--- src/rtl/dar_prgrm_tx.sv ---
// Serial program-port initiator: serializes a command word MSB first under an
// active-low frame strobe, watches the receiver's err_ line and retries rejected frames.
module dar_prgrm_tx #(
    parameter int CMD_W     = 6,
    parameter int GAP_CYC   = 2,
    parameter int ERR_WIN   = 3,
    parameter int MAX_RETRY = 1
) (
    input  logic             clk,
    input  logic             rst_,
    input  logic             cmd_valid,
    input  logic [CMD_W-1:0] cmd_data,
    output logic             cmd_ready,
    output logic             prgrm_in,
    output logic             prgrm_go_,
    input  logic             err_,
    output logic             rsp_valid,
    output logic             rsp_err,
    output logic             busy
);

    localparam int CNT_W   = 8;
    localparam int RETRY_W = (MAX_RETRY < 1) ? 1 : $clog2(MAX_RETRY + 1);

    localparam logic [2:0] IDLE  = 3'd0;
    localparam logic [2:0] SHIFT = 3'd1;
    localparam logic [2:0] GAP   = 3'd2;
    localparam logic [2:0] CHECK = 3'd3;
    localparam logic [2:0] RESP  = 3'd4;

    logic [2:0]         state_r;
    logic [2:0]         state_nx_s;
    logic [CNT_W-1:0]   cnt_r;
    logic [CMD_W-1:0]   shift_r;
    logic [CMD_W-1:0]   copy_r;
    logic [RETRY_W-1:0] retry_r;
    logic               rej_r;
    logic               rej_now_s;
    logic               accept_s;
    logic               retry_s;
    logic               prgrm_in_r;
    logic               prgrm_go_r;
    logic               cmd_ready_r;
    logic               rsp_valid_r;
    logic               rsp_err_r;
    logic               busy_r;

    assign accept_s  = cmd_valid && cmd_ready_r && (state_r == IDLE);
    // Rejection seen so far in this window, including the sample taken this cycle.
    assign rej_now_s = rej_r || !err_;

    // Next-state decode; retry_s marks a rejected frame that will be resent.
    always_comb begin
        state_nx_s = state_r;
        retry_s    = 1'b0;
        case (state_r)
            IDLE: begin
                if (accept_s) begin
                    state_nx_s = SHIFT;
                end else begin
                    state_nx_s = IDLE;
                end
            end
            SHIFT: begin
                if (cnt_r == CNT_W'(CMD_W - 1)) begin
                    state_nx_s = GAP;
                end else begin
                    state_nx_s = SHIFT;
                end
            end
            GAP: begin
                if (cnt_r == CNT_W'(GAP_CYC - 1)) begin
                    state_nx_s = CHECK;
                end else begin
                    state_nx_s = GAP;
                end
            end
            CHECK: begin
                if (cnt_r == CNT_W'(ERR_WIN - 1)) begin
                    if (rej_now_s && (retry_r < RETRY_W'(MAX_RETRY))) begin
                        retry_s    = 1'b1;
                        state_nx_s = SHIFT;
                    end else begin
                        state_nx_s = RESP;
                    end
                end else begin
                    state_nx_s = CHECK;
                end
            end
            RESP: begin
                state_nx_s = IDLE;
            end
            default: begin
                state_nx_s = IDLE;
            end
        endcase
    end

    // FSM state, phase counter, retry count and rejection flag.
    always_ff @(posedge clk or negedge rst_) begin
        if (!rst_) begin
            state_r <= IDLE;
            cnt_r   <= {CNT_W{1'b0}};
            retry_r <= {RETRY_W{1'b0}};
            rej_r   <= 1'b0;
        end else begin
            state_r <= state_nx_s;
            if ((state_nx_s == state_r) && (state_r != IDLE)) begin
                cnt_r <= cnt_r + CNT_W'(1);
            end else begin
                cnt_r <= {CNT_W{1'b0}};
            end
            if (accept_s) begin
                retry_r <= {RETRY_W{1'b0}};
            end else if (retry_s) begin
                retry_r <= retry_r + RETRY_W'(1);
            end
            if (accept_s || retry_s) begin
                rej_r <= 1'b0;
            end else if (state_r == CHECK) begin
                rej_r <= rej_now_s;
            end
        end
    end

    // Command shift register and the pristine copy used for retransmission.
    always_ff @(posedge clk or negedge rst_) begin
        if (!rst_) begin
            shift_r <= {CMD_W{1'b0}};
            copy_r  <= {CMD_W{1'b0}};
        end else begin
            if (accept_s) begin
                shift_r <= cmd_data;
                copy_r  <= cmd_data;
            end else if (retry_s) begin
                shift_r <= copy_r;
            end else if (state_r == SHIFT) begin
                shift_r <= {shift_r[CMD_W-2:0], 1'b0};
            end
        end
    end

    // Registered outputs; pin activity trails the internal state by one cycle.
    always_ff @(posedge clk or negedge rst_) begin
        if (!rst_) begin
            prgrm_go_r  <= 1'b1;
            prgrm_in_r  <= 1'b0;
            cmd_ready_r <= 1'b0;
            rsp_valid_r <= 1'b0;
            rsp_err_r   <= 1'b0;
            busy_r      <= 1'b0;
        end else begin
            prgrm_go_r  <= (state_r != SHIFT);
            prgrm_in_r  <= (state_r == SHIFT) ? shift_r[CMD_W-1] : 1'b0;
            cmd_ready_r <= (state_r == IDLE) && !accept_s;
            rsp_valid_r <= (state_r == RESP);
            rsp_err_r   <= (state_r == RESP) ? rej_r : 1'b0;
            busy_r      <= (state_nx_s != IDLE);
        end
    end

    assign prgrm_go_ = prgrm_go_r;
    assign prgrm_in  = prgrm_in_r;
    assign cmd_ready = cmd_ready_r;
    assign rsp_valid = rsp_valid_r;
    assign rsp_err   = rsp_err_r;
    assign busy      = busy_r;

endmodule

--- config.mk ---
export PLATFORM = sky130hd
export DESIGN_NAME = dar_prgrm_tx
export DESIGN_NICKNAME = d
export VERILOG_FILES = /design/src/rtl/dar_prgrm_tx.sv
export SDC_FILE = /design/constraint.sdc
export NUM_CORES = 1
export LEC_CHECK = 0
export ABC_AREA = 1
export BUFFER_PORTS_ARGS = -buffer_cell sky130_fd_sc_hd__buf_4
export CAP_MARGIN = 20
export CORE_MARGIN = 5
export CORE_UTILIZATION = 52
export DETAILED_ROUTE_END_ITERATION = 6
export GPL_ROUTABILITY_DRIVEN = 0
export PLACE_DENSITY = 0.74
export SLEW_MARGIN = 20
export SYNTH_ARGS = -nofsm -noshare
export SYNTH_HDL_FRONTEND = slang
export SYNTH_SLANG_ARGS = --single-unit
--- constraint.sdc ---
create_clock -name clk -period 1.5 [get_ports clk]
set_input_delay 0.075 -clock clk [delete_from_list [all_inputs] [get_ports clk]]
set_output_delay 0.075 -clock clk [all_outputs]
set_load 0.01 [all_outputs]
* Word-level counts from Yosys, hierarchy flattened
Index checks and enable logic that the tools add are counted.
** Storage, ports and cells
- Bits in registers :: 31
- Bits of input ports :: 10
- Output and inout port bits :: 6
- Logic and storage cells :: 58
** Operators by class
- Add/subtract/negate cells :: 2
- Magnitude comparators :: 1
- Equality and inequality tests :: 9
- Multiplexer cells :: 19
- Reductions and logical operators :: 15
** Operators by type and width (count)
- $mux 6 :: 3
- $pmux 3 s4 :: 1
- $mux 1 :: 11
- $reduce_bool 3->1 :: 3
- $add 8x1->8 const B :: 1
- $eq 8x1->1 const B :: 1
- $eq 8x2->1 const B :: 1
- $eq 8x3->1 const B :: 1
- $mux 8 :: 1
- $eq 3x2->1 const B :: 2
- $mux 3 :: 2
- $logic_and 1x1->1 :: 5
- $reduce_bool 2->1 :: 2
- $eq 3x1->1 const B :: 1
- $eq 3x3->1 :: 1
- $eq 3x3->1 const B :: 1
- $logic_not 3->1 :: 1
- $ne 3x1->1 const B :: 1
- $logic_not 1->1 :: 2
- $logic_or 1x1->1 :: 2
- $mux 2 :: 1
- $add 1x1->1 const B :: 1
- $lt 1x1->1 const B :: 1

* Logic depth before layout (Yosys ltp)
Gate-level depths: netlist (run 1).
- Depth after elaboration :: 9
- Mapped depth :: 10
- Mapped depth without buffers :: 10

* Least setup slack after synthesis (run 1)
No wires, ideal clock.
- Kind :: flip-flop to flip-flop
- Start :: register cnt_r[0]
- End :: register cnt_r[0]
- Setup time :: 127 ps
- Data arrival time :: 1349 ps
- Setup slack :: 24 ps
- Stages on the path, launching flop included :: 8
- Clock period less this slack :: 1476 ps
- Path through :: dfrtp_1 > inv_1 > ha_1 > nand3_2 > o21ai_2 > nand3_1 > o21bai_4 > nor3_2
** On the way
- Cells in the longest elaborated chain, start to end :: 6
** Ends and longest elaborated chain
- start, declared :: RTL line 33 : logic [CNT_W-1:0] cnt_r;
- start signal, assigned :: RTL line 103 : cnt_r <= {CNT_W{1'b0}};
- start signal, assigned :: RTL line 109 : cnt_r <= cnt_r + CNT_W'(1);
- start signal, assigned :: RTL line 111 : cnt_r <= {CNT_W{1'b0}};
- $eq 8x2->1, or another cell as far along :: RTL line 79 : if (cnt_r == CNT_W'(ERR_WIN - 1)) begin
- $mux 3, or another cell as far along :: RTL line 79
- $pmux 3 s4 :: RTL line 56 : case (state_r)
- $eq 3x3->1 :: RTL line 108 : if ((state_nx_s == state_r) && (state_r != IDLE)) begin
- $logic_and 1x1->1 :: RTL line 108
- $mux 8 (*) :: RTL line 108
Mark *: on every way between the ends. The rest lies on a longest branch, timed or not.
A chain may end at the register's enable or synchronous reset.

* Worst setup path in the final report (run 1)
- Start :: register cnt_r[0]
- End :: register cnt_r[5]
The elaborated chain is that of the path after synthesis.

==> out/results.txt, run 1 <==
Overall routed net length: 3840 um. Clock tree synthesis selected as its root buffer the cell sky130_fd_sc_hd__clkbuf_4. The critical register-to-register path startpoint is cnt_r[0]. Excluding fillers, the count of instances in the completed layout stands at 267.

The clock network fraction of design power came out at 0.134. The number of enable flip-flop cells after synthesis was 0. The flow ran to the end, but the final reports show violations.

The setup path with the least slack is of type register to register. After technology mapping, the gate count stands at 175. The max-slew headroom at the worst pin was 0.734.

The tools report the global route total overflow as 0. Along the worst path, the maximum fanout reaches 8. Power dissipated by switching net loads: 1.47 mW. STA classifies the critical path endpoint as a register. The required time of the worst setup path came out at 1740 ps.

For the pin with the worst max-slew slack, the measured transition is 400 ps. Capture point of the worst reg-to-reg path: cnt_r[5]. The worst-case setup margin in the final layout is -114 ps, and the average via count per standard cell is 5.31. The largest total area in the synthesized netlist belongs to sky130_fd_sc_hd__dfrtp_1. The insertion delay of the later-clocked pin in the worst-skew pair was 350 ps; the DRC marker count from the first detailed-route iteration was 96. Counting I/O delays and the setup requirement, the final critical path takes 1610 ps.

Counting flops and latches in the post-synthesis netlist gives 31. The post-route clock period utilization is 1.08. Ranked by instance count, the synthesized netlist is headed by sky130_fd_sc_hd__nand2_1, sky130_fd_sc_hd__dfrtp_1, sky130_fd_sc_hd__nor2_1, sky130_fd_sc_hd__inv_1. The ratio of cells with drive above 1 in the final layout is 0.380.

In this run the worst setup path terminates at cnt_r[5]. The per-cell routed wire length is 14.4 um, and the data arrival time of the critical path is 1850 ps. The initial standard-cell utilization of the core was 0.530; the initial antenna violation count was 0.

The core region is 2980 um^2. In this run the remaining antenna-violating nets after routing total 0. By area the synthesized netlist is led by sky130_fd_sc_hd__dfrtp_1, sky130_fd_sc_hd__nand2_1, sky130_fd_sc_hd__nor3_2. Once layout is done, the placed cells without fillers occupy 2170 um^2. Traced cell by cell, the critical path runs through inv_1, ha_2, nand3_4, o21ai_2, buf_4, nand4_1, nand2_4, nor3_2. The layout has 201 filler cells. In this run, distinct cell masters in the synthesized netlist total 26. The logs give 3.57 mW for the overall power of the completed layout and 0.204 for the global router's overall resource usage. The pin count of the biggest net entering global routing came out at 32. The worst-case reg-to-reg path depth is 8.

Cell internal power was estimated by the tool at 2.10 mW. For the setup-violating endpoint count in the final report, the log shows 8. The area growth from synthesis to layout is 37.5%, and the post-placement setup slack is -63.4 ps. Summing all placed instances gives a cell area of 1890 um^2. The max-cap violation count was 0.

In this run the static leakage power is 1.07 nW. CTS built an H-tree with a depth of 2. Final count of hold timing violations: 0. The path class of the tightest hold or removal check is input pin to register. Counting along the longest clock path gives a buffer depth of 2. After clock tree synthesis, the clock-pin slew on the worst setup and hold paths is 100 ps.

The worst register-to-register path has a setup slack of -110 ps. In the final design database the tool counted 246 nets. The top flip-flop cell by instance count after synthesis is sky130_fd_sc_hd__dfrtp_1. Setup repair after global routing could not meet its margin everywhere. Yosys printed 0 warnings. The max-slew violation total from the final report came out at 0. 0 antenna diodes ended up in the layout. The logs give 0.358 for the sequential power share and 5 for the number of buffers created by CTS. The switching share of total power is 0.411.

Among all stages on the critical path, the largest delay is contributed by sky130_fd_sc_hd__dfrtp_1. For this design the top-level I/O count stands at 16. The row count was 20; the number of detailed-route iterations in the first pass was 4. Port buffering added 15 buffers. The area of the die was 4240 um^2; the share of synthesized flip-flops with an asynchronous set or reset was 1.00. The maximum clock rate is 620 MHz. Horizontal die dimension: 65.1 um. TritonCTS built the clock tree. After detailed routing, the number of remaining DRC violations is 0.

The tools report the post-DP HPWL as 2560 um. The run gives 0.492 as the sequential element share of the synthesized area. In this run the worst setup path begins at cnt_r[0]. The via count of the first global-routing pass is 1437, and the core occupancy in the finished layout is 0.729. IR analysis of the VDD net gives a maximum drop of 776 uV.

The final reports fail on setup timing. The delay of the slowest cell on the worst path came out at 420 ps. The top-area cell type share of the netlist area is 0.475, and the post-placement cell count is 244.

The sort of element at the start of the critical path was a register. The post-synth net total came out at 188. Summing every instance area after synthesis gives 1580 um^2. The logic gate share of total power is 0.508. Dividing total power by cell area gives a power density of 1640 nW/um^2.

Clock skew on the completed layout was measured at 12.0 ps. The final route contains 1417 vias. The synthesized area divided by synthesized cell count was 9.02 um^2. The chip height works out to 65.1 um. The first global-routing pass estimated 6540 um of wire. sky130_fd_sc_hd__nand2_1 is the most common cell in the netlist. The run gives 31 as the TritonCTS sink count.
## cell families (layout without fill, tap and decap cells)
kind of cell,Yosys count,after routing,share of synthesized area
DFF,31,31,0.492
buffers and inverters,22,81,0.0570
adders and majority gates,3,3,0.0238
and+or+nand+nor,96,96,0.326
AOI/OAI and AO/OA,17,17,0.0674
xor gates and xnor gates,6,6,0.0333
## timing repair
action | CTS | global route
gates resized for setup | 8 | 15
hold buffers | 8 | 0
endpoints found under the hold margin | 38 | 0
setup endpoints to repair | 14 | 17
pin swaps | 12 | 5
setup buffers | 3 | 4
## metal layers
layer,track usage,vias to the layer above,share of wire
met5,0,-,0
met4,0.101,0,0.021
met3,0.0427,7,0.034
met2,0.349,28,0.52
met1,0.242,699,0.42
li1,-,683,-
## worst min path at each step
stage                  to  startpoint  cells past startpoint  slack [ps]
2_1_floorplan        busy        rst_                      0        -220
3_3_place_gp   state_r[0]        rst_                      1          20
3_5_place_dp    rsp_valid        rst_                      1          30
4_1_cts             rej_r        err_                      4          50
5_1_grt             rej_r        err_                      4          70
6_report            rej_r        err_                      4          60
## registers in the layout (all words and copies together) (netlist names)
| register | count |
|---|---|
| busy | 1 |
| cmd_ready | 1 |
| cnt_r | 8 |
| copy_r | 6 |
| prgrm_go_ | 1 |
| prgrm_in | 1 |
| rej_r | 1 |
| retry_r | 1 |
| rsp_err | 1 |
| rsp_valid | 1 |
| shift_r | 6 |
| state_r | 3 |
## power by group through the flow
| stage | Sequential [mW] | Combinational, mW | Clock [mW] |
|---|---|---|---|
| 2_1_floorplan | 1.30 | 0.942 | 0 |
| 3_3_place_gp | 1.27 | 1.41 | 0 |
| 3_5_place_dp | 1.30 | 1.48 | 0 |
| 4_1_cts | 1.27 | 1.70 | 0.489 |
| 5_1_grt | 1.30 | 2.00 | 0.547 |
| 6_report | 1.28 | 1.81 | 0.479 |
## cells in the final DEF (no fill, tap or decap), drive strengths merged, types with 3 or more instances in the layout
master       Yosys  routed
a21oi            7       7
buf              0      43
clkbuf           0       7
dfrtp           30      30
dlygate4sd3      0       8
ha               3       3
inv             22      22
nand2           46      46
nand3           14      14
nand4            3       3
nor2            20      20
nor3            12      12
o21ai            7       7
xnor2            3       3
xor2             3       3
## metrics by stage
stage | hold slack [ps] | setup TNS (ps)
after floorplan | -221 | 0
after global placement | 19.6 | -99.9
after detailed placement | 30.5 | -594
after CTS | 49.7 | -282
after global routing | 68.8 | -1800
final | 65.0 | -848
## worst max-delay path: cells and delay by family (launching register included)
| family | cells | cell delay, ps |
|---|---|---|
| compound gates | 1 | 160 |
| fa+ha+maj | 1 | 190 |
| simple gates | 4 | 510 |
| buf+inv | 2 | 220 |
| flops | 1 | 420 |
## area by class of cell
class | count | area, um^2 | area share
clock inverters | 1 | 5.00 | 0.00231
flip-flops and latches | 31 | 778 | 0.359
inverters | 22 | 90.1 | 0.0415
well taps | 33 | 41.3 | 0.0190
clock buffers | 7 | 45.0 | 0.0207
multi-input cells | 122 | 776 | 0.357
repair buffers | 51 | 435 | 0.201
(Power assumes the default switching activity.)
==> inputs of run 2 (changes only) <==
==> constraint.sdc (replaced) <==
create_clock -name clk -period 1.5 [get_ports clk]
set_input_delay 0.225 -clock clk [delete_from_list [all_inputs] [get_ports clk]]
set_output_delay 0.225 -clock clk [all_outputs]
set_load 0.01 [all_outputs]
==> run 2 against run 1 <==
Effect of this change: the flow still finishes with violations (setup timing); clock skew decreased by 0.65 ps; final cell count down 2.6%; clock power is essentially flat; sequential share of layout area up 1.2 points; die area unchanged; worst setup slack better by 45 ps; count of clock-buffer cells in the layout unchanged; worst hold slack worse by 1.7 ps; largest cell class unchanged; highest routed layer unchanged.
==> out/results.txt, run 2 (synthesis results as in run 1) <==
The run finished, with violations left. The final reports fail on setup timing. The global-route wire length before repair was 6500 um (-0.64%); the combined flip-flop and latch cell area was 778 um^2 (unchanged).

The initial antenna violation count was 0 (unchanged); the area after detailed placement was 1890 um^2 (unchanged). The run gives 260 (-2.6%) as the final cell count without fillers. Setup repair after global routing could not meet its margin everywhere. TritonCTS built the clock tree. For the pin count of the biggest net entering global routing, the log shows 32 (unchanged). The post-detailed-route DRC marker count was 0 (unchanged); the minimum clock period was 1570 ps (-44.6 ps).

The tools report the global router's overall resource usage as 0.203 (-0.00110). The delay of the slowest cell on the worst path works out to 420 ps (about the same). The logs give 0 (unchanged) for the max-cap violation count and 5 (unchanged) for the number of buffers created by CTS.

The chip height came out at 65.1 um (unchanged). The cell family contributing the most delay on the critical path is simple AND/OR/NAND/NOR gates. The worst hold slack came out at 63.3 ps (-1.66 ps).

The logs give 2 (unchanged) for the maximum buffer depth of the clock tree and 0.738 (+0.00434) for the max-slew headroom at the worst pin. The post-route clock period utilization is 1.05 (-0.0297). The logs give 0 (unchanged) for the number of antenna repair diodes and 0.530 (unchanged) for the initial standard-cell utilization of the core. The maximum fanout along the worst path was 8 (unchanged); the post-placement cell count was 244 (unchanged).

Number of I/O port buffers: 15 (unchanged). The setup-violating endpoint count in the final report is 8 (unchanged). The run gives 0 (unchanged) as the final antenna-violating net count.

Cell with the largest stage delay on the worst path: sky130_fd_sc_hd__dfrtp_1. The run gives 239 (-2.8%) as the final net count. The tools report the final non-filler cell area as 2100 um^2 (-3.2%).

The startpoint identified for the worst hold timing path is cmd_valid. Via count of the first global-routing pass: 1432 (-0.35%). The maximum clock rate is 637 MHz (+2.8%). The number of detailed-route iterations in the first pass was 6 (+2).

For the final clock skew, the log shows 11.3 ps (-0.652 ps). The run gives 1.04 nW (-2.7%) as the leakage power. The H-tree depth was 2 (unchanged). For the row count, the log shows 20 (unchanged). The core occupancy in the finished layout was 0.705 (-0.0235). CTS placed an instance of sky130_fd_sc_hd__clkbuf_4 at the clock tree root. TritonCTS sink count: 31 (unchanged).

The ratio of cells with drive above 1 in the final layout came out at 0.392 (+0.0117). Register with the most flip-flops: cnt_r. The clock-pin slew on the worst setup and hold paths was 100 ps (about the same). For the I/O pin count, the log shows 16 (unchanged).

The run gives 0 (unchanged) as the global route total overflow. Data arrival time of the critical path: 1810 ps (-40 ps). The insertion delay of the later-clocked pin in the worst-skew pair is 350 ps (about the same). The flip-flop count of the largest register after layout works out to 8 (unchanged). The signal on the critical path passes through inv_1, ha_2, nand3_4, o21ai_2, buf_4, nand4_1, nand2_4, nor3_2.

For the DRC marker count from the first detailed-route iteration, the log shows 62 (-35%). The path category of the worst min-delay check was input pin to register. The run gives 2980 um^2 (unchanged) as the area of the core. The total power density per cell area came out at 1680 nW/um^2 (+2.5%). The final count of hold timing violations was 0 (unchanged); the max-slew violation total from the final report was 0 (unchanged). The run gives 3680 um (-4.1%) as the overall routed net length.

The tools report the highest ir drop seen on vdd as 759 uV (-2.2%). The multi-input combinational cell area is 776 um^2 (unchanged). The area growth from synthesis to layout works out to 33.0%. The largest registers in the layout are cnt_r x8, copy_r x6, shift_r x6. The critical path in this run is classified as register to register.

The average via count per standard cell was 5.28 (-0.50%); the transition time at the pin with the least slew margin was 393 ps (-6.51 ps). The worst-case reg-to-reg path depth is 8 (unchanged), and the sum of buffers and inverters on the critical path is 2 (unchanged). The startpoint identified for the worst register-to-register timing path is cnt_r[0]. The count of filler cells inserted in the layout is 219 (+9.0%), and the area of the die is 4240 um^2 (unchanged). Start point of the critical path: cnt_r[0]. The post-DP HPWL is 2560 um (unchanged), and the per-cell routed wire length is 14.2 um (-1.6%). The required time of the worst setup path is 1740 ps (about the same). Leaving out fill and tap cells, the most frequent cells in the layout are sky130_fd_sc_hd__nand2_1, sky130_fd_sc_hd__buf_4, sky130_fd_sc_hd__dfrtp_1. The worst setup slack for register-to-register paths came out at -70 ps (+40 ps).

The worst register-to-register path ends at cnt_r[5]. The horizontal die dimension was 65.1 um (unchanged); the total vias in the final route was 1373 (-3.1%). The depth of the critical timing path with buffers and inverters included works out to 8 (unchanged).

The tools report the sort of element at the start of the critical path as a register. The worst setup path endpoint is cnt_r[5]. The tools report the worst-case setup margin in the final layout as -68.9 ps (+44.6 ps). Nature of the critical path endpoint: a register.
## run 2: worst min path at each step
| stage | depth (start not counted) | slack (ps) | endpoint |
|---|---|---|---|
| floorplan | 0 | -70 | busy |
| global placement | 1 | 170 | state_r[0] |
| detailed placement | 1 | 180 | rsp_valid |
| CTS | 2 | 60 | cmd_ready |
| global route | 2 | 40 | cmd_ready |
| finish | 2 | 60 | cmd_ready |
## run 2: worst reg2reg max path, cell delays in order (launching register included)
cell	delay [ps]
sky130_fd_sc_hd__dfrtp_1	420
sky130_fd_sc_hd__inv_1	80
sky130_fd_sc_hd__ha_2	190
sky130_fd_sc_hd__nand3_4	100
sky130_fd_sc_hd__o21ai_2	160
sky130_fd_sc_hd__buf_4	140
sky130_fd_sc_hd__nand4_1	130
sky130_fd_sc_hd__nand2_4	180
sky130_fd_sc_hd__nor3_2	50
## run 2: stage by stage
step	setup slack (ps)	power [mW]	TNS [ps]
after floorplan	23.5	2.24	0
after global placement	-15.5	2.68	-99.9
after detailed placement	-63.4	2.78	-594
after CTS	-31.6	3.45	-282
after global routing	-126	3.83	-1420
final	-68.9	3.54	-493
## run 2: timing repair
action	in CTS	in global routing
hold endpoints to repair	30	0
gates cloned	0	0
setup buffers	3	4
setup endpoints to repair	14	17
hold buffers	1	0
resized for setup	8	15
pin swaps	12	5
## run 2: routing by layer
metal | track usage | vias to the layer above | share of wire
met3 | 0.0444 | 7 | 0.033
met5 | 0 | - | 0
met2 | 0.347 | 24 | 0.51
li1 | - | 671 | -
met4 | 0.101 | 0 | 0.023
met1 | 0.239 | 671 | 0.43
## run 2: where the power goes
group | switching (mW) | total [mW] | internal [mW] | leakage [nW]
clock | 0.296 | 0.478 | 0.182 | 0.0293
sequential | 0.151 | 1.27 | 1.12 | 0.396
combinational | 1.00 | 1.78 | 0.781 | 0.613
total | 1.45 | 3.54 | 2.09 | 1.04
## run 2: area by class of cell
class	count	share of cell area
tap	33	0.0197
clock inverter	1	0.00238
sequential	31	0.370
inverter	22	0.0429
clock buffer	7	0.0214
timing repair buffer	44	0.174
multi-input combinational	122	0.369
==> inputs of run 3 (changes only) <==
--- a/config.mk
+++ b/config.mk
@@ -11,6 +11,6 @@
 export CORE_MARGIN = 5
-export CORE_UTILIZATION = 52
+export CORE_UTILIZATION = 57
 export DETAILED_ROUTE_END_ITERATION = 6
 export GPL_ROUTABILITY_DRIVEN = 0
-export PLACE_DENSITY = 0.74
+export PLACE_DENSITY = 0.77
 export SLEW_MARGIN = 20
==> constraint.sdc (replaced) <==
create_clock -name clk -period 1.7 [get_ports clk]
set_input_delay 0.085 -clock clk [delete_from_list [all_inputs] [get_ports clk]]
set_output_delay 0.085 -clock clk [all_outputs]
set_load 0.01 [all_outputs]
==> run 3 against run 2 <==
Effect of this change: the run now ends clean; global-route usage decreased by 2.2 points; die area down 7.5%; sequential cell count unchanged; sequential power down 9%; first-iteration DRC count increased by 56%; cell area decreased by 7.7%; critical endpoint is now cnt_r[7].
==> out/results.txt, run 3 (synthesis results as in run 1) <==
The run finished with clean final reports. The horizontal die dimension was 62.6 um (-3.8%); the pin count of the biggest net entering global routing was 32 (unchanged). The internal power component was 1.70 mW (-19%); the final net count was 221 (-7.5%). The logs give 0 (unchanged) for the final antenna-violating net count and 105 ps (+41.9 ps) for the worst hold slack. The run gives 0.461 (-0.043) as the logic gate share of total power. The tools report the area of the die as 3920 um^2 (-7.5%).

The insertion delay of the later-clocked pin in the worst-skew pair is 340 ps (about the same). The global router's overall resource usage was 0.181 (-0.0217); the H-tree depth was 2 (unchanged). The final non-filler cell area is 1940 um^2 (-7.7%). The via count of the first global-routing pass is 1267 (-12%). Initial standard-cell utilization of the core: 0.583 (+0.0524). The most critical setup path has its startpoint at cnt_r[0].

The tools report the global route total overflow as 0 (unchanged). The run gives 1130 uV (+49%) as the highest ir drop seen on vdd. The met3 demand-to-capacity share in global routing was 0.0629 (+0.0185); the total vias in the final route was 1289 (-6.1%). In the layout the commonest cells are sky130_fd_sc_hd__nand2_1, sky130_fd_sc_hd__dfrtp_1, sky130_fd_sc_hd__inv_1, sky130_fd_sc_hd__buf_4, sky130_fd_sc_hd__nor2_1. The data arrival time of the critical path is 1830 ps (+20 ps), and the total power density per cell area is 1490 nW/um^2 (-12%). The ratio of cells with drive above 1 in the final layout was 0.273 (-0.119). The area after detailed placement was 1740 um^2 (-8.1%); the leakage power was 0.917 nW (-12%). The average via count per standard cell was 5.37 (+1.7%).

The initial antenna violation count was 0 (unchanged); the setup-violating endpoint count in the final report was 0 (-8). The hold path startpoint is err_. The worst setup path is captured at a register. The logs give 5650 um (-13%) for the global-route wire length before repair and 14.2 ps (+2.84 ps) for the final clock skew. The max-slew violation total from the final report came out at 0 (unchanged).

TritonCTS built the clock tree. After global routing, the most crowded layer is met2. The minimum clock period came out at 1610 ps (+37.8 ps). The chip height was 62.6 um (-3.8%); the post-DP HPWL was 2290 um (-11%). Clock-pin slew on the worst setup and hold paths: 90 ps (about the same). The final-layout setup total negative slack is 0 ps (+493 ps). The tools report the I/O pin count as 16 (unchanged).

STA classifies the critical path startpoint as a register. The min-delay analysis places its worst path in the category input pin to register. The area growth from synthesis to layout came out at 22.7%. The tools report the met2 track demand over resource in global routing as 0.277 (-0.0702). The sequential power share came out at 0.399 (+0.039). The row count came out at 19 (-5.0%). Traced cell by cell, the critical path runs through inv_1, ha_1, nand3_4, o21ai_4, nand3_2, o21bai_4, buf_12, nor3_2. The DRC marker count from the first detailed-route iteration came out at 97 (+56%). The final count of hold timing violations is 0 (unchanged).

The transition time at the pin with the least slew margin works out to 377 ps (-16.0 ps). For the global-route track usage on met1, the log shows 0.230 (-0.00915). The power dissipated by switching net loads was 1.18 mW (-18%). The post-detailed-route DRC marker count is 0 (unchanged), and the number of I/O port buffers is 15 (unchanged).

The per-cell routed wire length is 13.5 um (-5.0%), and the flip-flop count of the largest register after layout is 8 (unchanged). The cell sitting at the root of the clock tree is a sky130_fd_sc_hd__clkbuf_4. The maximum buffer depth of the clock tree is 2 (unchanged), and the clock network fraction of design power is 0.140 (+0.005).

The switching share of total power works out to 0.411 (+0.000587). Delay of the slowest cell on the worst path: 450 ps (+30 ps). For the overall routed net length, the log shows 3230 um (-12%). The critical path is of the register to register type. The core occupancy in the finished layout came out at 0.715 (+0.00968).

The register with the most flip-flops was cnt_r. The tools report the maximum clock rate as 622 MHz (-2.4%). In the final layout, the registers with the most flip-flops are cnt_r x8, copy_r x6, shift_r x6. For the number of buffers created by CTS, the log shows 5 (unchanged). Cell with the largest stage delay on the worst path: sky130_fd_sc_hd__dfrtp_2. Most common cell after layout, fill and taps aside: sky130_fd_sc_hd__nand2_1. The TritonCTS sink count is 31 (unchanged), and the maximum fanout along the worst path is 8 (unchanged).

The number of detailed-route iterations in the first pass was 4 (-2); the number of antenna repair diodes was 0 (unchanged). In this run the critical register-to-register path is launched from cnt_r[0]. The post-route clock period utilization came out at 0.945 (-0.101). The required time of the worst setup path was 1920 ps (+180 ps). The max-slew headroom at the worst pin is 0.749 (+0.0107). The run gives 2710 um^2 (-9.0%) as the area of the core.

Max-cap violation count: 0 (unchanged).
run 3: per-stage QoR:
stage	setup slack (ps)	std cells	power [mW]
after floorplan	224	175	1.98
after global placement	110	222	2.23
after detailed placement	39.8	222	2.30
after CTS	22.5	238	2.72
after global routing	-28.0	240	3.15
final	93.2	240	2.88
run 3: repair_timing:
action	4_1_cts	5_1_grt
resized for setup	0	11
setup endpoints to repair	0	13
endpoints found under the hold margin	38	0
hold buffers	8	0
buffers inserted	0	2
run 3: final timing paths:
kind                              to  slack [ps]  depth (start not counted)
max in group asynchronous  prgrm_go_        1170                          2
max                         cnt_r[7]          90                          8
min reg2reg                cmd_ready         470                          1
min in group asynchronous  copy_r[1]         200                          2
min                            rej_r         110                          4
max reg2reg                 cnt_r[7]          90                          8
run 3: critical path: cells and delay by family, from the launching register on:
| kind | cells | cell delay [ps] |
|---|---|---|
| compound gates | 2 | 370 |
| flops | 1 | 450 |
| simple gates | 3 | 280 |
| buf+inv | 2 | 220 |
| fa+ha+maj | 1 | 180 |
run 3: area by class of cell:
| type | count | area, um^2 |
|---|---|---|
| Clock buffer | 8 | 48.8 |
| Timing Repair Buffer | 26 | 228 |
| Tap cell | 31 | 38.8 |
| Multi-Input combinational cell | 122 | 754 |
| Sequential cell | 31 | 778 |
| Inverter | 22 | 90.1 |
| Fill cell | 212 | 772 |
run 3: power groups by stage:
stage | Clock, mW | Combinational [mW] | Sequential [mW]
3_3_place_gp | 0 | 1.09 | 1.14
2_1_floorplan | 0 | 0.831 | 1.14
5_1_grt | 0.456 | 1.51 | 1.18
3_5_place_dp | 0 | 1.14 | 1.16
6_report | 0.402 | 1.33 | 1.15
4_1_cts | 0.413 | 1.16 | 1.15
run 3: routing by layer:
metal / wire (um) / up-vias
met5: 0 / -
met4: 59 / 0
met3: 212 / 7
met2: 1650 / 42
met1: 1300 / 613
li1: - / 627
